## src/rtl/seg7_scan_driver.sv

```systemverilog
// Four-digit common-anode seven-segment scan driver with adjust-mode pair blinking.
// Digits are decoded in parallel and the registered output picks the active slot.

module seg7_dec (
   input  logic [3:0] bcd,
   output logic [6:0] seg
);
   // active-low {g,f,e,d,c,b,a}; non-BCD codes blank the digit
   always_comb begin
      case (bcd)
         4'd0:    seg = 7'b1000000;
         4'd1:    seg = 7'b1111001;
         4'd2:    seg = 7'b0100100;
         4'd3:    seg = 7'b0110000;
         4'd4:    seg = 7'b0011001;
         4'd5:    seg = 7'b0010010;
         4'd6:    seg = 7'b0000010;
         4'd7:    seg = 7'b1111000;
         4'd8:    seg = 7'b0000000;
         4'd9:    seg = 7'b0010000;
         default: seg = 7'b1111111;
      endcase
   end
endmodule

module seg7_scan_driver #(
   parameter int unsigned REFRESH_DIV = 100000,
   parameter int unsigned BLINK_DIV   = 25000000
) (
   input  logic       clk,
   input  logic       rst,
   input  logic [3:0] minutes_1,
   input  logic [3:0] minutes_0,
   input  logic [3:0] seconds_1,
   input  logic [3:0] seconds_0,
   input  logic       adj,
   input  logic       sel,
   output logic [6:0] seg,
   output logic       dp,
   output logic [3:0] an
);
   localparam int RW = $clog2(REFRESH_DIV);
   localparam int BW = $clog2(BLINK_DIV);

   logic [RW-1:0]     rcnt;
   logic [BW-1:0]     bcnt;
   logic [1:0]        idx;
   logic              blink_phase;
   logic              blank;
   logic [3:0][3:0]   digits;
   logic [3:0][6:0]   dec_seg;

   assign digits = {minutes_1, minutes_0, seconds_1, seconds_0};

   for (genvar i = 0; i < 4; i++) begin : g_dec
      seg7_dec u_dec (.bcd(digits[i]), .seg(dec_seg[i]));
   end

   // idx[1] set means a minutes slot; sel=1 picks the seconds pair instead
   assign blank = adj & blink_phase & (sel ? ~idx[1] : idx[1]);

   always_ff @(posedge clk or negedge rst) begin
      if (!rst) begin
         rcnt <= '0;
         idx  <= '0;
      end else if (rcnt == RW'(REFRESH_DIV - 1)) begin
         rcnt <= '0;
         idx  <= idx + 2'd1;
      end else begin
         rcnt <= rcnt + RW'(1);
      end
   end

   // held at zero outside adjust so every entry starts with a visible half-period
   always_ff @(posedge clk or negedge rst) begin
      if (!rst) begin
         bcnt        <= '0;
         blink_phase <= 1'b0;
      end else if (!adj) begin
         bcnt        <= '0;
         blink_phase <= 1'b0;
      end else if (bcnt == BW'(BLINK_DIV - 1)) begin
         bcnt        <= '0;
         blink_phase <= ~blink_phase;
      end else begin
         bcnt <= bcnt + BW'(1);
      end
   end

   always_ff @(posedge clk or negedge rst) begin
      if (!rst) begin
         an  <= 4'b1111;
         seg <= 7'b1111111;
         dp  <= 1'b1;
      end else if (blank) begin
         an  <= 4'b1111;
         seg <= 7'b1111111;
         dp  <= 1'b1;
      end else begin
         an  <= ~(4'b0001 << idx);
         seg <= dec_seg[idx];
         dp  <= (idx != 2'd2);
      end
   end
endmodule

```

## config.mk

```make
export PLATFORM = sky130hd
export DESIGN_NAME = seg7_scan_driver
export DESIGN_NICKNAME = d
export VERILOG_FILES = /design/src/rtl/seg7_scan_driver.sv
export SDC_FILE = /design/constraint.sdc
export NUM_CORES = 1
export LEC_CHECK = 0
export ABC_AREA = 1
export CORE_MARGIN = 3
export CORE_UTILIZATION = 30
export CTS_CLUSTER_SIZE = 28
export DETAILED_ROUTE_END_ITERATION = 7
export SLEW_MARGIN = 30
export SYNTH_ARGS = -nofsm -noshare
export SYNTH_HDL_FRONTEND = slang
export SYNTH_SLANG_ARGS = --single-unit
```

## constraint.sdc

```tcl
create_clock -name clk -period 4.3 [get_ports clk]
set_input_delay 0.86 -clock clk [delete_from_list [all_inputs] [get_ports clk]]
set_output_delay 0.86 -clock clk [all_outputs]
set_load 0.005 [all_outputs]
```

==> results.md, run 1 <==
* Pwr Density at 263 nW/um^2
* Yosys warnings at 0
* Initial antenna violation count at 0
* DP Area at 4120 sq um
* Synth cell types at 26
* Drt pass-1 iters at 5
* Peak supply drop at 0.000172 V
* Worst Setup End Kind: output pin
* Syn Nets at 539
* CTS H-tree depth at 2
* Met2 usage at 0.223
* Clock-pin slew on the worst setup and hold paths at 0.07 ns
* Chip Height at 116 um
* Synth area leaders: dfrtp_1 31%, nand2_1 12%, ha_1 8.9%, dfstp_2 7.9%, nor2_1 7.7%
* Switching power total at 0.262 mW
* Crit path required time at 3.44 ns
* Yosys reg bits at 56
* Area growth from synthesis to layout at 17.7%
* CTS buffer count at 5
* HP Class: reg -> reg
* Mapped Cells at 493
* GR Layer Usage met1 at 0.168
* Cell taking the most area after synthesis: dfrtp_1
* Fin util at 0.368
* Avg Cell Area, Syn at 7.40 sq um
* HP Start: rcnt[0]$_DFF_PN0_
* CTS tree: yes
* Gr ovfl total at 0
* Setup TNS at 0 ns
* # rows at 39
* First-iteration detailed-routing DRC count at 341
* Share of the yosys chip area belonging to registers at 0.388
* Post-CTS Setup Inserts at 0
* Clk pwr share at 0.413
* Final critical-path required period at 2.23 ns
* WP buf/inv at 1
* Ports at 32
* Critical R2R Capture: idx[1]$_DFFE_PN0N_
* Final max-slew violation count at 0
* Post-route DRC at 0
* Routed WL at 8110 um
* Arr. time, crit path at 1.37 ns
* Post-synth ARST share at 1.00
* Most frequent cells in the layout: 116 x nand2_1, 75 x nor2_1, 57 x inv_1, 52 x nand3_1, 45 x dfrtp_1
* CTS hold repair buffers at 0
* Initial core utilization at 0.313
* Sw frac at 0.232
* Vias in the first global route at 3111
* Crit Path Max Fanout at 2
* Max-cap viol count at 0
* RSZ-0062 raised after global routing: no
* Final Hold Violating Endpoints at 0
* Total track usage at 0.127
* Outcome: finished, final reports clean
* Part of the power in combinational logic at 0.103
* R2R cell count at 4
* Cts repair resizes at 0
* Slew headroom at 0.654
* Fin crit share at 0.520
* Sequential Power Share at 0.485
* Pin count of the biggest net entering global routing at 42
* Top FF cell, synth: dfrtp_1
* Leakage at 1.95 nW
* Finished Layout Cells at 673
* Layer with the highest usage: met2
* Die area at 13500 sq um
* # diodes at 0
* Clock skew at 0.00714 ns
* Met3 GRT Util at 0.0233
* Flop-to-flop setup slack at 2.68 ns
* Gpl congestion at 0.875
* Clock Tree Buf Depth at 2
* Critical path's slowest cell: dfstp_2
* Worst skew pair latency at 0.29 ns
* Commonest non-fill, non-tap cell in the layout: nand2_1
* Via count at 3132
* Synthesized cell area at 3650 sq um
* Crit path cell chain: clkdlybuf4s50_1
* Post-route cell area at 4290 sq um
* Wire per inst at 12.1 um
* Worst-Margin Slew at 0.519 ns
* Core Area at 11700 sq um
* Fmax achieved at 0.448 GHz
* Internal power at 0.867 mW
* Fin nets at 575
* Worst hold endpoint: rcnt[0]$_DFF_PN0_
* Clock root buffer: clkbuf_16
* Share of layout cells above drive strength 1 at 0.102
* Wire length of the first global-routing pass at 14200 um
* # clock sinks at 56
* WS Path Type: reg -> out
* Placed cell count at 665
* Hold Crit Depth at 1
* Post-synth top area share at 0.309
* Reg-to-Reg Start: idx[1]$_DFFE_PN0N_
* Post-synth EDFFs at 0
* Top cell family by delay on the critical path: flip-flops
* DPL Wire Length at 6280 um
* Startpoint types: flop
* Vias per cell at 4.65
* Count of final setup violators at 0
* Die X at 116 um
* Port Buf Inserts at 31
* Max incr delay on CP at 0.57 ns
* Post-DRT Antenna Nets at 0
==> power by group through the flow <==
stage / Clock, mW / Combinational, mW / Sequential, mW
final: 0.466 / 0.116 / 0.547
after global routing: 0.506 / 0.132 / 0.548
after CTS: 0.477 / 0.117 / 0.547
after detailed placement: 0 / 0.116 / 0.557
after global placement: 0 / 0.115 / 0.557
after floorplan: 0 / 0.0513 / 0.557
==> kinds of logic after synthesis <==
logic type	after synthesis	synth area share
xor+xnor	20	0.0480
fa+ha+maj	26	0.0891
buf+inv	64	0.0675
compound gates	38	0.0566
simple gates	289	0.351
flops	56	0.388
==> worst max-delay path by stage <==
stage / startpoint / to / slack (ns) / cells after the start
CTS: an[2]$_DFF_PN1_ / an[2] / 2.05 / 1
global placement: sel / seg[6]$_DFF_PN1_ / 1.88 / 4
finish: an[2]$_DFF_PN1_ / an[2] / 2.07 / 1
floorplan: seconds_0[1] / seg[0]$_DFF_PN1_ / 2.57 / 7
global route: adj / bcnt[17]$_DFF_PN0_ / 1.97 / 5
detailed placement: minutes_0[1] / seg[0]$_DFF_PN1_ / 1.83 / 8
==> cell usage after synthesis (2+ instances only) <==
master    count
a21oi_1      15
buf_2         2
clkinv_1      2
dfrtp_1      45
dfstp_2      11
ha_1         26
inv_1        57
inv_2         2
nand2_1     116
nand2_2       7
nand3_1      52
nand3_2       2
nand4_1       5
nor2_1       75
nor2_2        9
nor2_4        2
nor3_1       10
o211ai_1      2
o21ai_0      20
or2_2         9
xnor2_1       4
xor2_1       16
==> area by class of cell <==
type	count	area, sq um
clock inverter	3	42.5
timing repair buffer	32	315
multi-input combinational	373	1990
clock buffer	5	125
fill	1185	7370
inverter	61	229
sequential	56	1420
tap	143	179
==> metal layers <==
layer	vias up	part of all wire
li1	1623	-
met1	1450	0.47
met2	56	0.48
met3	3	0.045
met4	0	0.0023
met5	-	0
==> registers in the layout, indices dropped and copies added, names as in the netlist <==
| name | cells |
|---|---|
| seg | 7 |
| bcnt | 25 |
| idx | 2 |
| rcnt | 17 |
| an | 4 |
| blink_phase | 1 |
==> metrics by stage <==
stage          hold slack [ns]  setup slack (ns)  power, mW
6_report                 0.462              2.07       1.13
5_1_grt                  0.514              1.97       1.19
4_1_cts                  0.463              2.05       1.14
3_5_place_dp             0.453              1.83      0.673
3_3_place_gp             0.457              1.88      0.672
2_1_floorplan            0.432              2.57      0.608
No activity file was read; power rests on OpenSTA's default activity.
==> run 2: changes to the inputs <==
clock period = 1.95 ns   (was 4.3 ns; I/O delays follow)
==> results.md, run 2 (same netlist as run 1, synthesis figures left out) <==
* Max FFs per register at 25 (unchanged)
* Post-route DRC at 0 (unchanged)
* Routed WL at 8150 um (+0.43%)
* Max layer used: met4
* CTS tree: yes
* Fin nets at 581 (+1.0%)
* Post-route cell area at 4320 sq um (+0.70%)
* Most frequent cells in the layout: 116 x nand2_1, 75 x nor2_1, 57 x inv_1, 52 x nand3_1, 45 x dfrtp_1
* Area growth from synthesis to layout at 18.5%
* Clock root buffer: clkbuf_16
* Initial core utilization at 0.313 (unchanged)
* Port Buf Inserts at 31 (unchanged)
* Gpl congestion at 0.896 (+2.4%)
* Arr. time, crit path at 1.38 ns (about the same)
* WS Path Type: reg -> out
* Top cell family by delay on the critical path: flip-flops
* Largest Register: bcnt
* Count of final setup violators at 0 (unchanged)
* Ports at 32 (unchanged)
* Fmax achieved at 0.565 GHz
* Met1 Wirelength at 3990 um (+3.8%)
* RSZ-0062 raised after global routing: no
* Chip Height at 116 um (unchanged)
* Worst Setup End Kind: output pin
* Max-cap viol count at 0 (unchanged)
* Max incr delay on CP at 0.57 ns (about the same)
* WP buf/inv at 1 (unchanged)
* Startpoint types: flop
* # clock sinks at 56 (unchanged)
* Critical path's slowest cell: dfstp_2
* Clock-pin slew on the worst setup and hold paths at 0.07 ns (about the same)
* Commonest non-fill, non-tap cell in the layout: nand2_1
* Initial antenna violation count at 0 (unchanged)
* CTS hold repair buffers at 0 (unchanged)
* Setup TNS at 0 ns (unchanged)
* Drt pass-1 iters at 5 (unchanged)
* Via count at 3181 (+1.6%)
* Crit Path Max Fanout at 2 (unchanged)
* Final max-slew violation count at 0 (unchanged)
* Core Area at 11700 sq um (unchanged)
* Worst skew pair latency at 0.29 ns (about the same)
* Clock Tree Buf Depth at 2 (unchanged)
* Worst-Margin Slew at 0.439 ns (-0.0805 ns)
* CTS buffer count at 5 (unchanged)
* Fin crit share at 0.908
* Vias in the first global route at 3018 (-3.0%)
* Slew headroom at 0.707 (+0.0537)
* Largest registers: bcnt: 25 flops, rcnt: 17 flops, seg: 7 flops
* Crit path cell chain: clkdlybuf4s50_1
* Crit path required time at 1.56 ns (-1.88 ns)
* First-iteration detailed-routing DRC count at 296 (-13%)
* Placed cell count at 671 (+0.90%)
* Pwr Density at 548 nW/um^2 (+110%)
* Post-CTS Setup Inserts at 0 (unchanged)
* Wire length of the first global-routing pass at 14200 um (unchanged)
* Gr ovfl total at 0 (unchanged)
* Final Hold Violating Endpoints at 0 (unchanged)
* Share of layout cells above drive strength 1 at 0.110 (+0.00819)
* Cts repair resizes at 0 (unchanged)
* Outcome: finished, final reports clean
* Total track usage at 0.127 (+0.000770)
* Pwr Total at 2.37 mW (+110%)
* Die area at 13500 sq um (unchanged)
* Leakage at 1.97 nW (+1.2%)
* Clock skew at 0.00469 ns (-0.00245 ns)
* HP Class: in -> async
* Hold_ws at 0.0780 ns (-0.384 ns)
* Peak supply drop at 0.000374 V (+120%)
* Die X at 116 um (unchanged)
* DPL Wire Length at 6260 um (-0.21%)
* Finished Layout Cells at 679 (+0.89%)
* Pin count of the biggest net entering global routing at 57 (+36%)
* Routed met2 length at 3770 um (-2.9%)
* Wire per inst at 12.0 um (-0.46%)
* Vias per cell at 4.68 (+0.67%)
* # diodes at 0 (unchanged)
* Number of fill cells at 1212 (+2.3%)
* DP Area at 4180 sq um (+1.4%)
* Wire length on met3 at 329 um (-10%)
* Post-DRT Antenna Nets at 0 (unchanged)
* Final critical-path required period at 1.77 ns
* CTS H-tree depth at 2 (unchanged)
* # rows at 39 (unchanged)
run 2: changes by cell type in the layout (fill, tap and decap cells not counted):
cell,change
bufinv_16,-1
buf_12,+1
inv_6,+1
clkbuf_1,+1
buf_2,+1
buf_4,+4
clkinvlp_4,-1
run 2: through the flow:
| step | setup WS, ns | util |
|---|---|---|
| after floorplan | 0.602 | - |
| after CTS | 0.167 | 0.371 |
| final | 0.179 | 0.371 |
| after global placement | 0.0274 | 0.359 |
| after detailed placement | 0.00610 | 0.359 |
| after global routing | 0.153 | 0.371 |
run 2: final cells by class:
cell class,count,area [sq um],share of cell area
clock buffers,6,129,0.0298
clock inverters,2,13.8,0.00318
well taps,143,179,0.0414
flip-flops and latches,56,1420,0.327
multi-input cells,373,1990,0.460
inverters,61,229,0.0530
repair buffers,38,370,0.0856
run 2: path summary, 6_finish.rpt:
check	startpoint	to	slack, ns	cells after the start
max in group asynchronous	rst	an[0]$_DFF_PN1_	1.56	2
min	rst	bcnt[8]$_DFF_PN0_	0.08	2
min reg2reg	rcnt[0]$_DFF_PN0_	rcnt[0]$_DFF_PN0_	0.47	1
max	an[2]$_DFF_PN1_	dp	0.18	1
min in group clk	rcnt[0]$_DFF_PN0_	rcnt[0]$_DFF_PN0_	0.47	1
max reg2reg	rcnt[0]$_DFF_PN0_	rcnt[11]$_DFF_PN0_	0.32	10
run 2: per-layer routing:
layer | global-route usage | vias up
li1 | - | 1634
met1 | 0.179 | 1456
met2 | 0.207 | 83
met3 | 0.0228 | 8
met4 | 0.0232 | 0
met5 | 0 | -
run 2: power by group:
group / leakage [nW] / total, mW / switching [mW] / internal (mW)
registers: 0.726 / 1.21 / 0.0118 / 1.19
clock network: 0.0712 / 0.897 / 0.416 / 0.481
logic: 1.18 / 0.265 / 0.145 / 0.120
total: 1.97 / 2.37 / 0.574 / 1.80
==> run 3: changes to the inputs <==
clock period = 2 ns   (was 1.95 ns; I/O delays follow)
==> results.md, run 3 (same netlist as run 1, synthesis figures left out) <==
* Hold_ws at 0.0937 ns (+0.0157 ns)
* Fin crit share at 0.888
* Largest Register: bcnt
* Clock skew at 0.00446 ns (-0.000231 ns)
* Ports at 32 (unchanged)
* Finished Layout Cells at 678 (-0.15%)
* Outcome: finished, final reports clean
* Crit Path Max Fanout at 2 (unchanged)
* Gr ovfl total at 0 (unchanged)
* CTS buffer count at 5 (unchanged)
* Placed cell count at 670 (-0.15%)
* Via count at 3072 (-3.4%)
* Chip Height at 116 um (unchanged)
* Clk pwr share at 0.378 (about the same)
* Post-route DRC at 0 (unchanged)
* DP Area at 4170 sq um (-0.18%)
* Sw frac at 0.241 (-0.00113)
* Max-cap viol count at 0 (unchanged)
* Count of final setup violators at 0 (unchanged)
* GR Layer Usage met1 at 0.173 (-0.00630)
* Worst-Margin Slew at 0.444 ns (+0.00521 ns)
* Post-DRT Antenna Nets at 0 (unchanged)
* Crit path cell chain: clkdlybuf4s50_1
* Top cell family by delay on the critical path: flip-flops
* Clock-pin slew on the worst setup and hold paths at 0.07 ns (about the same)
* Internal power at 1.75 mW (-2.6%)
* Part of the power in combinational logic at 0.111 (about the same)
* Final critical-path required period at 1.78 ns
* Arr. time, crit path at 1.38 ns (about the same)
* CTS hold repair buffers at 0 (unchanged)
* Multi-input gate area at 1990 sq um (unchanged)
* Largest registers: bcnt: 25 flops, rcnt: 17 flops, seg: 7 flops
* # clock sinks at 56 (unchanged)
* Routed WL at 7930 um (-2.7%)
* Final WS setup at 0.224 ns (+0.0460 ns)
* Met3 GRT Util at 0.0181 (-0.00466)
* Cts repair resizes at 0 (unchanged)
* Port Buf Inserts at 31 (unchanged)
* Leakage at 1.96 nW (-0.49%)
* Commonest non-fill, non-tap cell in the layout: nand2_1
* Pwr Total at 2.30 mW (-2.8%)
* CTS tree: yes
* Layer with the highest usage: met2
* Dpl ws at 0.0276 ns (+0.0215 ns)
* CTS H-tree depth at 2 (unchanged)
* Worst skew pair latency at 0.29 ns (about the same)
* First-iteration detailed-routing DRC count at 276 (-6.8%)
* RSZ-0062 raised after global routing: no
* Post-route cell area at 4320 sq um (-0.12%)
* Clock root buffer: clkbuf_16
* Met2 usage at 0.200 (-0.00686)
* Total track usage at 0.123 (-0.00430)
* Sequential Power Share at 0.511 (+0.002)
* Pwr Density at 533 nW/um^2 (-2.6%)
* Drt pass-1 iters at 4 (-1)
* WS Path Type: reg -> out
* Crit path required time at 1.60 ns (+0.04 ns)
* Initial core utilization at 0.313 (unchanged)
* Setup TNS at 0 ns (unchanged)
* Worst Setup End Kind: output pin
* Pin count of the biggest net entering global routing at 57 (unchanged)
* Slew headroom at 0.703 (-0.00431)
* # diodes at 0 (unchanged)
* Area growth from synthesis to layout at 18.3%
* Max FFs per register at 25 (unchanged)
* # rows at 39 (unchanged)
* Startpoint types: flop
* Share of layout cells above drive strength 1 at 0.108 (-0.00166)
* Most frequent cells in the layout: 116 x nand2_1, 75 x nor2_1, 57 x inv_1, 52 x nand3_1, 45 x dfrtp_1
* Switching power total at 0.555 mW (-3.2%)
* Max incr delay on CP at 0.57 ns (about the same)
* Critical path's slowest cell: dfstp_2
* DPL Wire Length at 6220 um (-0.65%)
* Vias in the first global route at 3002 (-0.53%)
* Clock Tree Buf Depth at 2 (unchanged)
* Initial antenna violation count at 0 (unchanged)
* Peak supply drop at 0.000320 V (-14%)
* Fin nets at 580 (-0.17%)
* Gpl congestion at 0.942 (+5.1%)
* Storage cell area at 1420 sq um (unchanged)
* Post-CTS Setup Inserts at 0 (unchanged)
* Wire length of the first global-routing pass at 13600 um (-4.5%)
* Die X at 116 um (unchanged)
* Final max-slew violation count at 0 (unchanged)
* Die area at 13500 sq um (unchanged)
* Fmax achieved at 0.563 GHz
* Vias per cell at 4.53 (-3.3%)
* WP buf/inv at 1 (unchanged)
* Number of fill cells at 1178 (-2.8%)
* Final Hold Violating Endpoints at 0 (unchanged)
* Fin util at 0.370 (-0.000429)
* Wire per inst at 11.7 um (-2.6%)
* Core Area at 11700 sq um (unchanged)
* HP Class: in -> async
[run 3: area by class of cell]
type                            instances  share of cell area
Clock buffer                            6              0.0298
Clock inverter                          2             0.00377
Inverter                               61              0.0530
Multi-Input combinational cell        373               0.460
Sequential cell                        56               0.328
Tap cell                              143              0.0414
Timing Repair Buffer                   37              0.0840
[run 3: path summary, 6_finish.rpt]
check,startpoint,end,slack (ns),cells past startpoint
min,rst,bcnt[9]$_DFF_PN0_,0.09,2
min reg2reg,rcnt[0]$_DFF_PN0_,rcnt[0]$_DFF_PN0_,0.47,1
min in group clk,rcnt[0]$_DFF_PN0_,rcnt[0]$_DFF_PN0_,0.47,1
max reg2reg,bcnt[0]$_DFF_PN0_,bcnt[24]$_DFF_PN0_,0.42,9
max in group asynchronous,rst,seg[5]$_DFF_PN1_,1.61,2
max,an[2]$_DFF_PN1_,dp,0.22,1
[run 3: power by group through the flow]
stage	Combinational [mW]	Clock (mW)	Sequential, mW
after global routing	0.291	0.960	1.18
after CTS	0.260	0.899	1.18
after global placement	0.256	0	1.20
final	0.256	0.872	1.18
after detailed placement	0.259	0	1.20
after floorplan	0.110	0	1.20
[run 3: worst reg2reg max path, cell delays in order (launching register included)]
cell	delay [ns]
dfrtp_1	0.39
ha_1	0.18
nand2_1	0.08
inv_1	0.12
nand3_1	0.14
nor2_1	0.26
nand2_1	0.13
nand2_1	0.08
nand2_1	0.05
nor2_1	0.09
[run 3: per-layer routing]
| metal | share of wire | wire, um |
|---|---|---|
| met1 | 0.48 | 3830 |
| met2 | 0.47 | 3740 |
| met3 | 0.035 | 277 |
| met4 | 0.0098 | 78 |
| met5 | 0 | 0 |
